<file path="config.mk">
export PLATFORM = sky130hd
export DESIGN_NAME = sdp_x_alu_core_cfg_shift_value_rsci_ctrl_flat
export DESIGN_NICKNAME = d
export VERILOG_FILES = /design/src/rtl/sdp_x_alu_core_cfg_shift_value_rsci_ctrl_if.sv /design/src/rtl/sdp_x_alu_core_cfg_shift_value_rsci_ctrl.sv /design/src/flat_wrapper.sv
export SDC_FILE = /design/constraint.sdc
export NUM_CORES = 1
export LEC_CHECK = 0
export ABC_AREA = 1
export CAP_MARGIN = 40
export CORE_MARGIN = 10
export CORE_UTILIZATION = 51
export CTS_CLUSTER_DIAMETER = 200
export DETAILED_ROUTE_END_ITERATION = 8
export PLACE_DENSITY = 0.9
export REMOVE_ABC_BUFFERS = 1
export SYNTH_ARGS = -nofsm -noshare
export SYNTH_HDL_FRONTEND = slang
export SYNTH_SLANG_ARGS = --single-unit
</file>
<file path="constraint.sdc">
create_clock -name nvdla_core_clk -period 4.32 [get_ports nvdla_core_clk]
set_input_delay 0.432 -clock nvdla_core_clk [delete_from_list [all_inputs] [get_ports nvdla_core_clk]]
set_output_delay 0.432 -clock nvdla_core_clk [all_outputs]
set_load 0.02 [all_outputs]
</file>
<file path="src/rtl/sdp_x_alu_core_cfg_shift_value_rsci_ctrl_if.sv">
// Handshake bundle between the config side, the ALU core and the triosy wait datapath
// for the shift-value channel.
interface sdp_x_alu_core_cfg_shift_value_rsci_ctrl_if #(
  parameter int unsigned DW = 6,
  parameter int unsigned CW = 8
);
  logic          cfg_shift_vld;
  logic          cfg_shift_rdy;
  logic [DW-1:0] cfg_shift_dat;
  logic          core_rd;
  logic          core_stall;
  logic [DW-1:0] core_dat;
  logic          core_bawt;
  logic          triosy_biwt;
  logic          triosy_bdwt;
  logic          triosy_bawt;
  logic          triosy_lz;
  logic [CW-1:0] xfer_cnt;

  modport slave (
    input  cfg_shift_vld, cfg_shift_dat, core_rd, core_stall, triosy_bawt,
    output cfg_shift_rdy, core_dat, core_bawt, triosy_biwt, triosy_bdwt,
           triosy_lz, xfer_cnt
  );

  modport master (
    output cfg_shift_vld, cfg_shift_dat, core_rd, core_stall, triosy_bawt,
    input  cfg_shift_rdy, core_dat, core_bawt, triosy_biwt, triosy_bdwt,
           triosy_lz, xfer_cnt
  );
endinterface

</file>
<file path="src/rtl/sdp_x_alu_core_cfg_shift_value_rsci_ctrl.sv">
// Shift-value feeder: 2-entry skid FIFO toward the ALU core plus the triosy
// completion handshake and a completed-transfer counter.
module sdp_x_alu_core_cfg_shift_value_rsci_ctrl #(
  parameter int unsigned DW = 6,
  parameter int unsigned CW = 8
) (
  input  logic nvdla_core_clk,
  input  logic nvdla_core_rstn,
  sdp_x_alu_core_cfg_shift_value_rsci_ctrl_if.slave bus
);

  typedef enum logic {IDLE = 1'b0, SIG = 1'b1} state_t;

  state_t        state;
  logic [1:0]    count;
  logic          wr_ptr;
  logic          rd_ptr;
  logic [DW-1:0] mem [2];
  logic [CW-1:0] xfer_cnt_q;

  logic push;
  logic pop;
  logic pop_ok;
  logic lz;

  // Ready depends only on registered occupancy, never on pop or downstream ack.
  assign bus.cfg_shift_rdy = (count < 2'd2);
  assign bus.core_bawt     = (count != 2'd0);
  assign bus.core_dat      = mem[rd_ptr];

  assign push   = bus.cfg_shift_vld & bus.cfg_shift_rdy;
  assign pop_ok = (state == IDLE) | ((state == SIG) & bus.triosy_bawt);
  assign pop    = bus.core_rd & ~bus.core_stall & bus.core_bawt & pop_ok;

  assign lz              = (state == SIG) & bus.triosy_bawt;
  assign bus.triosy_lz   = lz;
  assign bus.triosy_biwt = (state == SIG) & ~bus.core_stall;
  assign bus.triosy_bdwt = bus.core_stall;
  assign bus.xfer_cnt    = xfer_cnt_q;

  // FIFO storage, pointers, occupancy, triosy state and completion counter.
  always_ff @(posedge nvdla_core_clk or negedge nvdla_core_rstn) begin
    if (!nvdla_core_rstn) begin
      mem[0]     <= '0;
      mem[1]     <= '0;
      wr_ptr     <= 1'b0;
      rd_ptr     <= 1'b0;
      count      <= 2'd0;
      state      <= IDLE;
      xfer_cnt_q <= '0;
    end else begin
      if (push) begin
        mem[wr_ptr] <= bus.cfg_shift_dat;
        wr_ptr      <= ~wr_ptr;
      end
      if (pop) begin
        rd_ptr <= ~rd_ptr;
      end

      case ({push, pop})
        2'b10:   count <= count + 2'd1;
        2'b01:   count <= count - 2'd1;
        default: count <= count;
      endcase

      case (state)
        IDLE: if (pop) state <= SIG;
        SIG:  if (bus.triosy_bawt && !pop) state <= IDLE;
        default: state <= IDLE;
      endcase

      if (lz) begin
        xfer_cnt_q <= xfer_cnt_q + CW'(1);
      end
    end
  end

endmodule

</file>
<file path="src/flat_wrapper.sv">
// flat-port wrapper written by rule: the top's interface ports become plain ports
module sdp_x_alu_core_cfg_shift_value_rsci_ctrl_flat 
#(
  parameter int unsigned DW = 6,
  parameter int unsigned CW = 8
)
  (nvdla_core_clk, nvdla_core_rstn, bus_cfg_shift_vld, bus_cfg_shift_dat, bus_core_rd, bus_core_stall, bus_triosy_bawt, bus_cfg_shift_rdy, bus_core_dat, bus_core_bawt, bus_triosy_biwt, bus_triosy_bdwt, bus_triosy_lz, bus_xfer_cnt);
  sdp_x_alu_core_cfg_shift_value_rsci_ctrl_if #(.DW(DW), .CW(CW)) bus_i ();
  input  logic nvdla_core_clk;
  input  logic nvdla_core_rstn;
  input wire logic [$bits(bus_i.cfg_shift_vld)-1:0] bus_cfg_shift_vld;
  input wire logic [$bits(bus_i.cfg_shift_dat)-1:0] bus_cfg_shift_dat;
  input wire logic [$bits(bus_i.core_rd)-1:0] bus_core_rd;
  input wire logic [$bits(bus_i.core_stall)-1:0] bus_core_stall;
  input wire logic [$bits(bus_i.triosy_bawt)-1:0] bus_triosy_bawt;
  output wire logic [$bits(bus_i.cfg_shift_rdy)-1:0] bus_cfg_shift_rdy;
  output wire logic [$bits(bus_i.core_dat)-1:0] bus_core_dat;
  output wire logic [$bits(bus_i.core_bawt)-1:0] bus_core_bawt;
  output wire logic [$bits(bus_i.triosy_biwt)-1:0] bus_triosy_biwt;
  output wire logic [$bits(bus_i.triosy_bdwt)-1:0] bus_triosy_bdwt;
  output wire logic [$bits(bus_i.triosy_lz)-1:0] bus_triosy_lz;
  output wire logic [$bits(bus_i.xfer_cnt)-1:0] bus_xfer_cnt;
  assign bus_i.cfg_shift_vld = bus_cfg_shift_vld;
  assign bus_i.cfg_shift_dat = bus_cfg_shift_dat;
  assign bus_i.core_rd = bus_core_rd;
  assign bus_i.core_stall = bus_core_stall;
  assign bus_i.triosy_bawt = bus_triosy_bawt;
  assign bus_cfg_shift_rdy = bus_i.cfg_shift_rdy;
  assign bus_core_dat = bus_i.core_dat;
  assign bus_core_bawt = bus_i.core_bawt;
  assign bus_triosy_biwt = bus_i.triosy_biwt;
  assign bus_triosy_bdwt = bus_i.triosy_bdwt;
  assign bus_triosy_lz = bus_i.triosy_lz;
  assign bus_xfer_cnt = bus_i.xfer_cnt;
  sdp_x_alu_core_cfg_shift_value_rsci_ctrl #(.DW(DW), .CW(CW)) u_core (.nvdla_core_clk(nvdla_core_clk), .nvdla_core_rstn(nvdla_core_rstn), .bus(bus_i));
endmodule
</file>
* Yosys cells after proc, flatten, opt, wreduce, memory -nomap -nowiden *
Cells that the tools add are included.

storage, ports and cells
  bits in registers = 25
  input bits = 12
  output and inout port bits = 19
  logic and storage cells = 44

cells by class
  reduce and logical (&&, ||, !) cells = 5
  mux-type cells = 10
  magnitude comparators = 4
  bitwise logic cells = 13
  $add $sub $neg = 3
  equality and inequality tests = 2

operator list
  cell                                                                           number
  6-bit two-way mux                                                              4
  12-bit bitwise mux                                                             1
  8-bit by 1-bit adder with 8-bit output (second input constant)                 1
  1-bit bitwise AND                                                              6
  6-bit demux with 1-bit select                                                  1
  2-bit greater-or-equal comparator (second input constant)                      2
  1-bit inverter                                                                 4
  1-bit inverter with 2-bit output                                               2
  2-bit one-hot mux with 2 select lines                                          1
  2-bit nonzero test                                                             2
  2-bit by 1-bit adder with 2-bit output (second input constant)                 1
  2-bit by 1-bit equality test with 1-bit output (second input constant)         1
  2-bit equality test (second input constant)                                    1
  1-bit logical AND                                                              2
  2-bit by 1-bit less-than comparator with 1-bit output (second input constant)  1
  2-bit less-than comparator (second input constant)                             1
  1-bit two-way mux                                                              2
  1-bit one-hot mux with 2 select lines                                          1
  2-bit by 1-bit subtractor with 2-bit output (second input constant)            1
  1-bit zero test                                                                1
  1-bit bitwise OR                                                               1

* Logic depth before layout (Yosys ltp) *
Gate-level depths: netlist of run 1.

  word-level depth = 8
  gate-level depth with buffers = 8
  mapped depth without buffers = 8

* Least setup slack after synthesis of run 1 *
Ideal clock, no wire load.

  path kind = register -> register
  start point = reg u_core.count[1]
  end point = reg u_core.count[1]
  buffers on the path = 0
  data arrival time = 1.497 ns
  stages on the path, launching flop included = 9
  required time = 4.193 ns
  slack = 2.695 ns
  clock period less this slack = 1.625 ns
  setup time = 0.127 ns
  cell sequence = dfrtp_1 -> inv_2 -> nand2_1 -> nand4_1 -> inv_1 -> ha_1 -> a21oi_1 -> nand2_1 -> xor2_1

between the ends
  elaborated cells between the ends (all ways) = 11
  those cells by class = add/sub: 2; order compare: 1; eq/ne: 2; mux: 1; bitwise: 3; reduce/logical: 2

RTL lines
  element                                                                                RTL line                                        source
  start: declaration                                                                     sdp_x_alu_core_cfg_shift_value_rsci_ctrl.sv:15  logic [1:0] count;
  start signal: assignment                                                               sdp_x_alu_core_cfg_shift_value_rsci_ctrl.sv:61  2'b10: count <= count + 2'd1;
  start signal: assignment                                                               sdp_x_alu_core_cfg_shift_value_rsci_ctrl.sv:62  2'b01: count <= count - 2'd1;
  start signal: assignment                                                               sdp_x_alu_core_cfg_shift_value_rsci_ctrl.sv:63  default: count <= count;
  2-bit less-than comparator *                                                           sdp_x_alu_core_cfg_shift_value_rsci_ctrl.sv:27  assign bus.cfg_shift_rdy = (count < 2'd2);
  via bus_cfg_shift_rdy                                                                  flat_wrapper.sv:16                              output wire logic [$bits(bus_i.cfg_shift_rdy)-1:0] bus_cfg_shift_rdy;
  1-bit bitwise AND *                                                                    sdp_x_alu_core_cfg_shift_value_rsci_ctrl.sv:31  assign push = bus.cfg_shift_vld & bus.cfg_shift_rdy;
  2-bit by 1-bit equality test with 1-bit output or 2-bit equality test (tied branches)  sdp_x_alu_core_cfg_shift_value_rsci_ctrl.sv:60  case ({push, pop})
  2-bit one-hot mux with 2 select lines or 2-bit nonzero test (tied branches)            n/a

The timed path passes the listed nets; every way through them passes the cells marked *.
A chain may end at the register's enable or synchronous reset.

* Final worst setup path of run 1 *
  start point = reg u_core.rd_ptr
  end point = out bus_core_dat[4]

between the ends
  word-level cells in the longest chain between the ends = 4

ends and longest elaborated chain
  element                                                 RTL line                                        source
  start: declaration                                      sdp_x_alu_core_cfg_shift_value_rsci_ctrl.sv:17  logic rd_ptr;
  start signal: assignment                                sdp_x_alu_core_cfg_shift_value_rsci_ctrl.sv:57  rd_ptr <= ~rd_ptr;
  1-bit inverter with 2-bit output (not written as such)  sdp_x_alu_core_cfg_shift_value_rsci_ctrl.sv:29  assign bus.core_dat = mem[rd_ptr];
  6-bit two-way mux (not written as such) (3 in a row)    sdp_x_alu_core_cfg_shift_value_rsci_ctrl.sv:29
  end: declaration                                        flat_wrapper.sv:17                              output wire logic [$bits(bus_i.core_dat)-1:0] bus_core_dat;

No other way between the ends. The select of a mux whose other input is x is not followed.

==> impl_metrics.yaml, run 1 <==
outcome:
  outcome: "finished clean"
floorplanning:
  design.die.area_um2: 4720
  io_pins: 31
  placeable_core_area_um2: 2230
  start_util: 0.541
  placement_rows: 17
  die_h_um: 68.7
  fp.dieW_um: 68.7
power:
  power_leakage_nw: 0.810
  seqPwrFrac: 0.405
  power.switching_w: 0.000418
  clock_power_share: 0.104
  share_comb_of_total_power: 0.491
  power_per_cell_area_nw_per_um2: 644
  switching_share: 0.416
  largest_voltage_drop_on_the_vdd_net_mv: 0.427
  p_int_w: 0.000587
critical_path:
  worstPathArrival_ns: 1.85
  crit_path_end_kind: "primary output"
  crit_path_start_kind: "flop"
  cp.required_ns: 3.89
  worst-path-max-fanout: 8
  timing.setup.critical_path_class: "reg2out"
layout:
  finish.net_count: 191
  layout-area-overhead-vs-synth_pct: 29.2
  drive_gt1_frac: 0.0909
  antennaDiodeCount: 0
  final-instance-count-excl-fill: 204
  fill_cell_instance_count_of_the_final_layout: 192
  most-common-layout-cells: "56 x nand2_1, 30 x clkdlybuf4s50_1, 25 x dfrtp_1"
  layout.cells.most_common: "nand2_1"
drt:
  routed_via_density: 4.88
  route.antenna.remaining_nets: 0
  dr_total_vias: 995
  routed_wl_um: 2580
  post_drt_wl_per_cell_um: 12.6
  drc: 0
  detailedRoute.firstIterationViolations: 60
  dr.pass1.iters: 6
timing:
  fin_setup_tns_ns: 0
  hold_slack_ns: 0.355
  finalMaxSlewViolations: 0
  timing.final.crit_period_ns: 2.28
  clock-skew-final_ns: 0.00620
  fmaxAchievable_mhz: 438
  post-route-period-util: 0.528
  worst_slew_pin_slew_ns: 0.385
  rsz0062_at_grt: "false"
  timing.final.hold_violations: 0
  setup_viol: 0
  relSlewSlack: 0.743
synth:
  postSynthAreaPerCell_um2: 8.34
  yosys_most_used_dff: "dfrtp_1"
  yosysUniqueCellTypes: 22
  biggest_area_contributors_in_the_synthesized_netlist: "dfrtp_1 52%, nand2_1 17%, inv_1 6.5%, o21ai_2 4.3%, o21ai_0 2.9%"
  synth.ff_latch_count: 25
  synth-warning-count: 0
  yosysSeqAreaShare: 0.518
  netlist.area_leader.share: 0.518
  async_flop_share: 1.00
  synth_edf_count: 0
  netlist_instances: 145
  netlist.top_cell.by_area: "dfrtp_1"
  synth.cell_area_um2: 1210
cts:
  worst_skew_pair.late_latency_ns: 0.32
  cts_tree: "built"
  post_cts_buffers: 0
  clock_tree_root: "clkbuf_4"
  cts_hold_buf: 0
  post_cts_resize_count: 0
  cts-root-to-sink-buffers: 2
  h-tree-depth: 1
  clock_transition_at_the_registers_of_the_reported_paths_ns: 0.13
  cts_inserted_buffers: 3
  cts.sinks: 25
worst_hold_path:
  holdCritPathClass: "in2async"
job:
  drv.max_cap_violation_count: 0
grt:
  first_pass_grt_wire_length_um: 4340
  gr-total-overflow: 0
  grt_max_degree: 21
  grt.total_usage: 0.119
  first_global_vias: 1049
  grt_antenna_before_repair: 0
placement:
  placed_cells_incl_taps: 200
  detailedPlacementHpwl_um: 2080
  gp_congestion: 0.723
  port_buffers: 30
==> flip-flops by register name, summed over array words and instances (netlist names) <==
name,cells
u_core.bus.xfer_cnt,8
u_core.count,2
u_core.state,1
u_core.rd_ptr,1
u_core.wr_ptr,1
u_core.mem,12
==> logic make-up (layout without fill, tap and decap cells) <==
family	after synthesis	in the layout	synth area share
XOR/XNOR	6	6	0.0435
flip-flops	25	25	0.518
buffers and inverters	26	57	0.0911
AND/OR/NAND/NOR	72	72	0.251
adder cells (fa/ha/maj)	2	2	0.0207
AO/OA/AOI/OAI	14	14	0.0766
==> power by group through the flow <==
stage	Combinational (W)	Clock, W	Sequential, W
after floorplan	0.000271	0	0.000418
after global placement	0.000483	0	0.000403
after detailed placement	0.000500	0	0.000411
after CTS	0.000503	0.000109	0.000407
after global routing	0.000545	0.000118	0.000422
final	0.000494	0.000104	0.000407
==> through the flow <==
step	total power [W]	util	instance area, um^2	setup slack [ns]
after CTS	0.00102	0.699	1560	2.03
after global placement	0.000886	0.679	1520	2.15
after global routing	0.00109	0.699	1560	1.94
after detailed placement	0.000911	0.686	1530	2.10
after floorplan	0.000689	-	1180	2.70
final	0.00101	0.699	1560	2.04
==> metal layers <==
metal | global-route usage | wire, um | part of all wire
met2 | 0.222 | 1290 | 0.50
met4 | 0.0327 | 22 | 0.0085
met1 | 0.116 | 1010 | 0.39
met3 | 0.0499 | 257 | 0.10
met5 | 0 | 0 | 0
==> critical path: stages (launching register included) <==
cell and delay [ns]:
dfrtp_1 0.51, inv_1 0.24, nand2_1 0.08, nand2_1 0.09, clkdlybuf4s50_1 0.61
==> synthesized netlist by cell type, types with 2 or more instances <==
master and count:
dfrtp_1 25, nand2_1 56, xor2_1 3, inv_1 21
nand4_1 2, nand3_1 5, nor2_1 4, o21ai_0 7
xnor2_1 3, o21ai_2 6, ha_1 2
==> final timing paths <==
path | start | end | depth (start not counted) | slack (ns)
max reg2reg | u_core.count[1]$_DFFE_PN0P_ | u_core.count[1]$_DFFE_PN0P_ | 8 | 2.78
min in group nvdla_core_clk | u_core.mem[5]$_DFFE_PN0P_ | u_core.mem[5]$_DFFE_PN0P_ | 2 | 0.50
min reg2reg | u_core.mem[5]$_DFFE_PN0P_ | u_core.mem[5]$_DFFE_PN0P_ | 2 | 0.50
max in group asynchronous | nvdla_core_rstn | u_core.wr_ptr$_DFFE_PN0N_ | 2 | 3.54
max | u_core.rd_ptr$_DFFE_PN0P_ | bus_core_dat[4] | 4 | 2.04
min | nvdla_core_rstn | u_core.state$_DFF_PN0_ | 1 | 0.36
==> area by class of cell <==
type / count / area (um^2) / share of cell area
timing repair buffer: 31 / 315 / 0.202
clock buffer: 3 / 22.5 / 0.0144
inverter: 22 / 82.6 / 0.0529
multi-input combinational: 94 / 473 / 0.303
tap: 28 / 35.0 / 0.0224
sequential: 25 / 626 / 0.401
clock inverter: 1 / 7.51 / 0.00481
Note: power is estimated with default switching activity, not from simulation.
==> run 2: changes to the inputs <==
- CORE_UTILIZATION: 51 -> 43
- PLACE_DENSITY: 0.9 -> 0.81
- clock period: 4.32 -> 1.9 ns (I/O delays scaled with it)
==> run 2 against run 1 <==
First-iteration DRC count fell by 15%; utilization fell by 12 points; combinational power rose by 130%; highest routed layer unchanged.
==> impl_metrics.yaml, run 2 (synthesis gave the netlist of run 1 again) <==
grt:
  grt_antenna_before_repair: 0
  first_pass_grt_wire_length_um: 4620
  gr-total-overflow: 0
  grt_max_degree: 26
  grt.total_usage: 0.106
  first_global_vias: 1094
layout:
  multi_input_area_um2: 473
  regArea_um2: 626
  finish.net_count: 192
  layout.cells.most_common: "nand2_1"
  most-common-layout-cells: "56 x nand2_1, 29 x clkdlybuf4s50_1, 25 x dfrtp_1"
  final_cell_area_excluding_filler_cells_um2: 1570
  largest_register_ff_count: 12
  drive_gt1_frac: 0.102
  antennaDiodeCount: 0
  fill_cell_instance_count_of_the_final_layout: 266
  layout-area-overhead-vs-synth_pct: 29.7
  max_flop_register: "u_core.mem"
timing:
  rsz0062_at_grt: "false"
  fmaxAchievable_mhz: 553
  finalMaxSlewViolations: 0
  timing.final.hold_violations: 0
  timing.final.crit_period_ns: 1.81
  fin_setup_tns_ns: 0
  setup_viol: 0
  worst_slew_pin_slew_ns: 0.430
  clock-skew-final_ns: 0.00801
  relSlewSlack: 0.713
  post-route-period-util: 0.953
placement:
  detailedPlacementHpwl_um: 2070
  port_buffers: 30
  dpl-instance-area_um2: 1540
  gp_congestion: 0.845
critical_path:
  worstSetupPathDepth: 4
  critical_path.slowest_cell: "clkdlybuf4s50_1"
  timing.critical_path.cells: "buf_4 > nand2_1 > nand2_1 > clkdlybuf4s50_1"
  worst-path-max-fanout: 7
  path_delay_family: "buffers and inverters"
  cpPeakStageDelay_ns: 0.61
  critPathLaunch: "u_core.rd_ptr$_DFFE_PN0P_"
  reg2reg_to: "u_core.count[1]$_DFFE_PN0P_"
  cp.required_ns: 1.71
  worst-r2r-setup-slack_ns: 0.37
  worstPathBufferInverterCount: 2
  worstPathArrival_ns: 1.62
  timing.setup.critical_path_class: "reg2out"
  crit_path_frequent_cell: "nand2_1"
  crit_path_start_kind: "flop"
  crit_path_end_kind: "primary output"
  worst_reg2reg_path_startpoint: "u_core.count[1]$_DFFE_PN0P_"
  reg2reg_depth: 8
cts:
  cts.sinks: 25
  cts-root-to-sink-buffers: 2
  h-tree-depth: 1
  worst_skew_pair.late_latency_ns: 0.32
  cts_inserted_buffers: 3
  cts_hold_buf: 0
  clock_transition_at_the_registers_of_the_reported_paths_ns: 0.15
  post_cts_buffers: 0
  clock_tree_root: "clkbuf_4"
  cts_tree: "built"
floorplanning:
  io_pins: 31
  fp.dieW_um: 73.0
  placement_rows: 19
  die_h_um: 73.0
  start_util: 0.446
  design.die.area_um2: 5330
  placeable_core_area_um2: 2710
drt:
  detailedRoute.firstIterationViolations: 51
  route.antenna.remaining_nets: 0
  routed_via_density: 4.85
  dr.pass1.iters: 6
  drc: 0
  post_drt_wl_per_cell_um: 12.8
  dr_total_vias: 1009
  routed_wl_um: 2650
outcome:
  outcome: "finished clean"
power:
  largest_voltage_drop_on_the_vdd_net_mv: 0.962
  power_leakage_nw: 0.827
  power_per_cell_area_nw_per_um2: 1470
worst_hold_path:
  holdCritPathClass: "in2async"
job:
  drv.max_cap_violation_count: 0
run 2: changes by cell type in the layout (fill, tap and decap cells not counted):
cell,delta
inv_1,-1
clkdlybuf4s50_1,-1
buf_4,+2
dlymetal6s2s_1,+1
buf_8,-1
inv_2,+1
run 2: metal layers:
metal / wire [um] / up-vias / GRT usage
li1: - / 500 / -
met1: 1080 / 474 / 0.112
met2: 1260 / 31 / 0.175
met3: 291 / 4 / 0.0476
met4: 25 / 0 / 0.0506
met5: 0 / - / 0
run 2: worst max-delay path by stage:
stage / end / slack [ns]
after floorplan: u_core.count[1]$_DFFE_PN0P_ / 0.28
after global placement: u_core.count[1]$_DFFE_PN0P_ / 0.21
after detailed placement: u_core.count[1]$_DFFE_PN0P_ / 0.14
after CTS: bus_core_dat[3] / 0.07
after global routing: bus_core_dat[3] / 0.01
final: bus_core_dat[3] / 0.09
run 2: stage by stage:
step | setup WS [ns] | util | cells | power [W] | hold WS, ns
after floorplan | 0.275 | - | 141 | 0.00157 | -0.106
after global placement | 0.213 | 0.566 | 204 | 0.00204 | 0.465
after detailed placement | 0.137 | 0.566 | 204 | 0.00209 | 0.469
after CTS | 0.0710 | 0.578 | 208 | 0.00234 | 0.232
after global routing | 0.0115 | 0.578 | 208 | 0.00251 | 0.226
final | 0.0902 | 0.578 | 208 | 0.00231 | 0.214
run 2: layout make-up:
type | instances | area share
clock buffer | 3 | 0.0144
clock inverter | 1 | 0.00479
inverter | 22 | 0.0527
multi-input combinational | 94 | 0.302
sequential | 25 | 0.399
tap | 31 | 0.0247
timing repair buffer | 32 | 0.203
run 2: timing repair:
| item | CTS | global route |
|---|---|---|
| resized for setup | 1 | 1 |
| endpoints found under the setup margin | 2 | 1 |
| pin swaps | 0 | 0 |
| gates cloned | 0 | 0 |
run 2: report_power, final:
part | switching [W] | total, W | internal (W)
Sequential | 0.000159 | 0.000904 | 0.000745
Combinational | 0.000637 | 0.00116 | 0.000522
Clock | 0.000168 | 0.000248 | 0.0000805
Total | 0.000963 | 0.00231 | 0.00135
==> run 3: changes to the inputs <==
- MAX_ROUTING_LAYER: not set -> met4
==> run 3 against run 2 <==
Setup slack improved by 0.0017 ns; clock-buffer cell count stayed put; power down 0.38%; critical path depth unchanged; largest cell class unchanged; flip-flop and latch count unchanged; maximum frequency is essentially flat; first-iteration DRC count is 49% higher; die area did not move; critical endpoint is now bus_core_dat[1]; register-to-register slack about the same.
==> impl_metrics.yaml, run 3 (synthesis gave the netlist of run 1 again) <==
placement:
  port_buffers: 30
  gp_congestion: 0.858
  detailedPlacementHpwl_um: 2070
  post_place_setup_slack_ns: 0.137
drt:
  routed_wl_um: 2620
  post_drt_wl_per_cell_um: 12.6
  dr.pass1.iters: 4
  route.antenna.remaining_nets: 0
  routed_via_density: 4.85
  detailedRoute.firstIterationViolations: 76
  dr_total_vias: 1009
  drc: 0
power:
  largest_voltage_drop_on_the_vdd_net_mv: 0.962
  power_leakage_nw: 0.827
  power_per_cell_area_nw_per_um2: 1470
cts:
  clock_transition_at_the_registers_of_the_reported_paths_ns: 0.14
  clock_tree_root: "clkbuf_4"
  cts_inserted_buffers: 3
  cts_tree: "built"
  post_cts_buffers: 0
  h-tree-depth: 1
  cts-root-to-sink-buffers: 2
  worst_skew_pair.late_latency_ns: 0.32
  cts.sinks: 25
worst_hold_path:
  holdCritPathClass: "in2async"
grt:
  first_global_vias: 1099
  grt_antenna_before_repair: 0
  first_pass_grt_wire_length_um: 4590
  grt_max_degree: 26
  gr-total-overflow: 0
  grt.total_usage: 0.108
critical_path:
  worst_reg2reg_path_startpoint: "u_core.count[1]$_DFFE_PN0P_"
  crit_path_frequent_cell: "nand2_1"
  timing.critical_path.cells: "inv_2 > nand2_1 > nand2_1 > clkdlybuf4s50_1"
  timing.setup.critical_path_class: "reg2out"
  critical_path.slowest_cell: "clkdlybuf4s50_1"
  reg2reg_to: "u_core.count[1]$_DFFE_PN0P_"
  cp.required_ns: 1.71
  reg2reg_depth: 8
  worst-r2r-setup-slack_ns: 0.37
  cpPeakStageDelay_ns: 0.61
  worst-path-max-fanout: 7
  crit_path_end_kind: "primary output"
  critPathLaunch: "u_core.rd_ptr$_DFFE_PN0P_"
  critical_path.endpoint: "bus_core_dat[1]"
  crit_path_start_kind: "flop"
  worstPathArrival_ns: 1.62
layout:
  antennaDiodeCount: 0
  multi_input_area_um2: 473
  largest_register_ff_count: 12
  layout-area-overhead-vs-synth_pct: 29.7
  fill_cell_instance_count_of_the_final_layout: 266
  most-common-layout-cells: "56 x nand2_1, 29 x clkdlybuf4s50_1, 25 x dfrtp_1"
  max_flop_register: "u_core.mem"
  drive_gt1_frac: 0.102
  layout.cells.most_common: "nand2_1"
  finish.net_count: 192
  regArea_um2: 626
floorplanning:
  start_util: 0.446
  placement_rows: 19
  fp.dieW_um: 73.0
  io_pins: 31
  die_h_um: 73.0
  design.die.area_um2: 5330
  placeable_core_area_um2: 2710
job:
  drv.max_cap_violation_count: 0
timing:
  fmaxAchievable_mhz: 553
  setup_viol: 0
  timing.final.crit_period_ns: 1.81
  finalMaxSlewViolations: 0
  rsz0062_at_grt: "false"
  clock-skew-final_ns: 0.00394
  worst_slew_pin_slew_ns: 0.407
  timing.final.hold_violations: 0
  post-route-period-util: 0.952
  fin_setup_tns_ns: 0
  final_worst_slack_ns: 0.0919
  relSlewSlack: 0.728
outcome:
  outcome: "finished clean"
[run 3: metal layers]
layer  GRT usage  vias up  part of all wire
li1            -      500                 -
met1       0.119      476              0.44
met2       0.177       29              0.48
met3      0.0299        4             0.068
met4      0.0506        0            0.0095
met5           -        -                 0
[run 3: worst min-delay path by stage]
stage / from / end / slack, ns / cells past startpoint
after floorplan: nvdla_core_rstn / u_core.bus.xfer_cnt[0]$_DFFE_PN0P_ / -0.11 / 0
after global placement: u_core.mem[7]$_DFFE_PN0P_ / u_core.mem[7]$_DFFE_PN0P_ / 0.47 / 2
after detailed placement: u_core.mem[9]$_DFFE_PN0P_ / u_core.mem[9]$_DFFE_PN0P_ / 0.47 / 2
after global routing: nvdla_core_rstn / u_core.bus.xfer_cnt[2]$_DFFE_PN0P_ / 0.23 / 2
after CTS: nvdla_core_rstn / u_core.count[1]$_DFFE_PN0P_ / 0.23 / 2
final: nvdla_core_rstn / u_core.state$_DFF_PN0_ / 0.22 / 2
[run 3: what timing repair did]
| action | CTS | global route |
|---|---|---|
| pin swaps | 0 | 0 |
| gates resized for setup | 1 | 1 |
| endpoints found under the hold margin | 0 | 0 |
| setup endpoints to repair | 2 | 1 |
| hold buffers | 0 | 0 |
| gates cloned | 0 | 0 |
[run 3: worst max-delay path, delay by kind of cell, from the launching register on]
kind | cells | cell delay (ns)
and+or+nand+nor | 2 | 0.15
DFF | 1 | 0.42
buffers and inverters | 2 | 0.74
[run 3: power by group]
group          internal (W)  switching [W]  total (W)
clock network     0.0000804       0.000160   0.000241
logic              0.000522       0.000635    0.00116
registers          0.000746       0.000159   0.000904
total               0.00135       0.000954    0.00230
[run 3: layout make-up]
class,count,share of cell area
sequential,25,0.399
multi-input combinational,94,0.302
timing repair buffer,32,0.203
inverter,22,0.0527
tap,31,0.0247
clock buffer,3,0.0144
clock inverter,1,0.00479
[run 3: stage by stage]
step / instance area [um^2] / instances / utilization / hold slack [ns] / total power (W)
floorplan: 1180 / 141 / - / -0.106 / 0.00157
global placement: 1540 / 204 / 0.566 / 0.465 / 0.00204
detailed placement: 1540 / 204 / 0.566 / 0.469 / 0.00209
CTS: 1570 / 208 / 0.578 / 0.232 / 0.00234
global route: 1570 / 208 / 0.578 / 0.235 / 0.00251
finish: 1570 / 208 / 0.578 / 0.220 / 0.00230
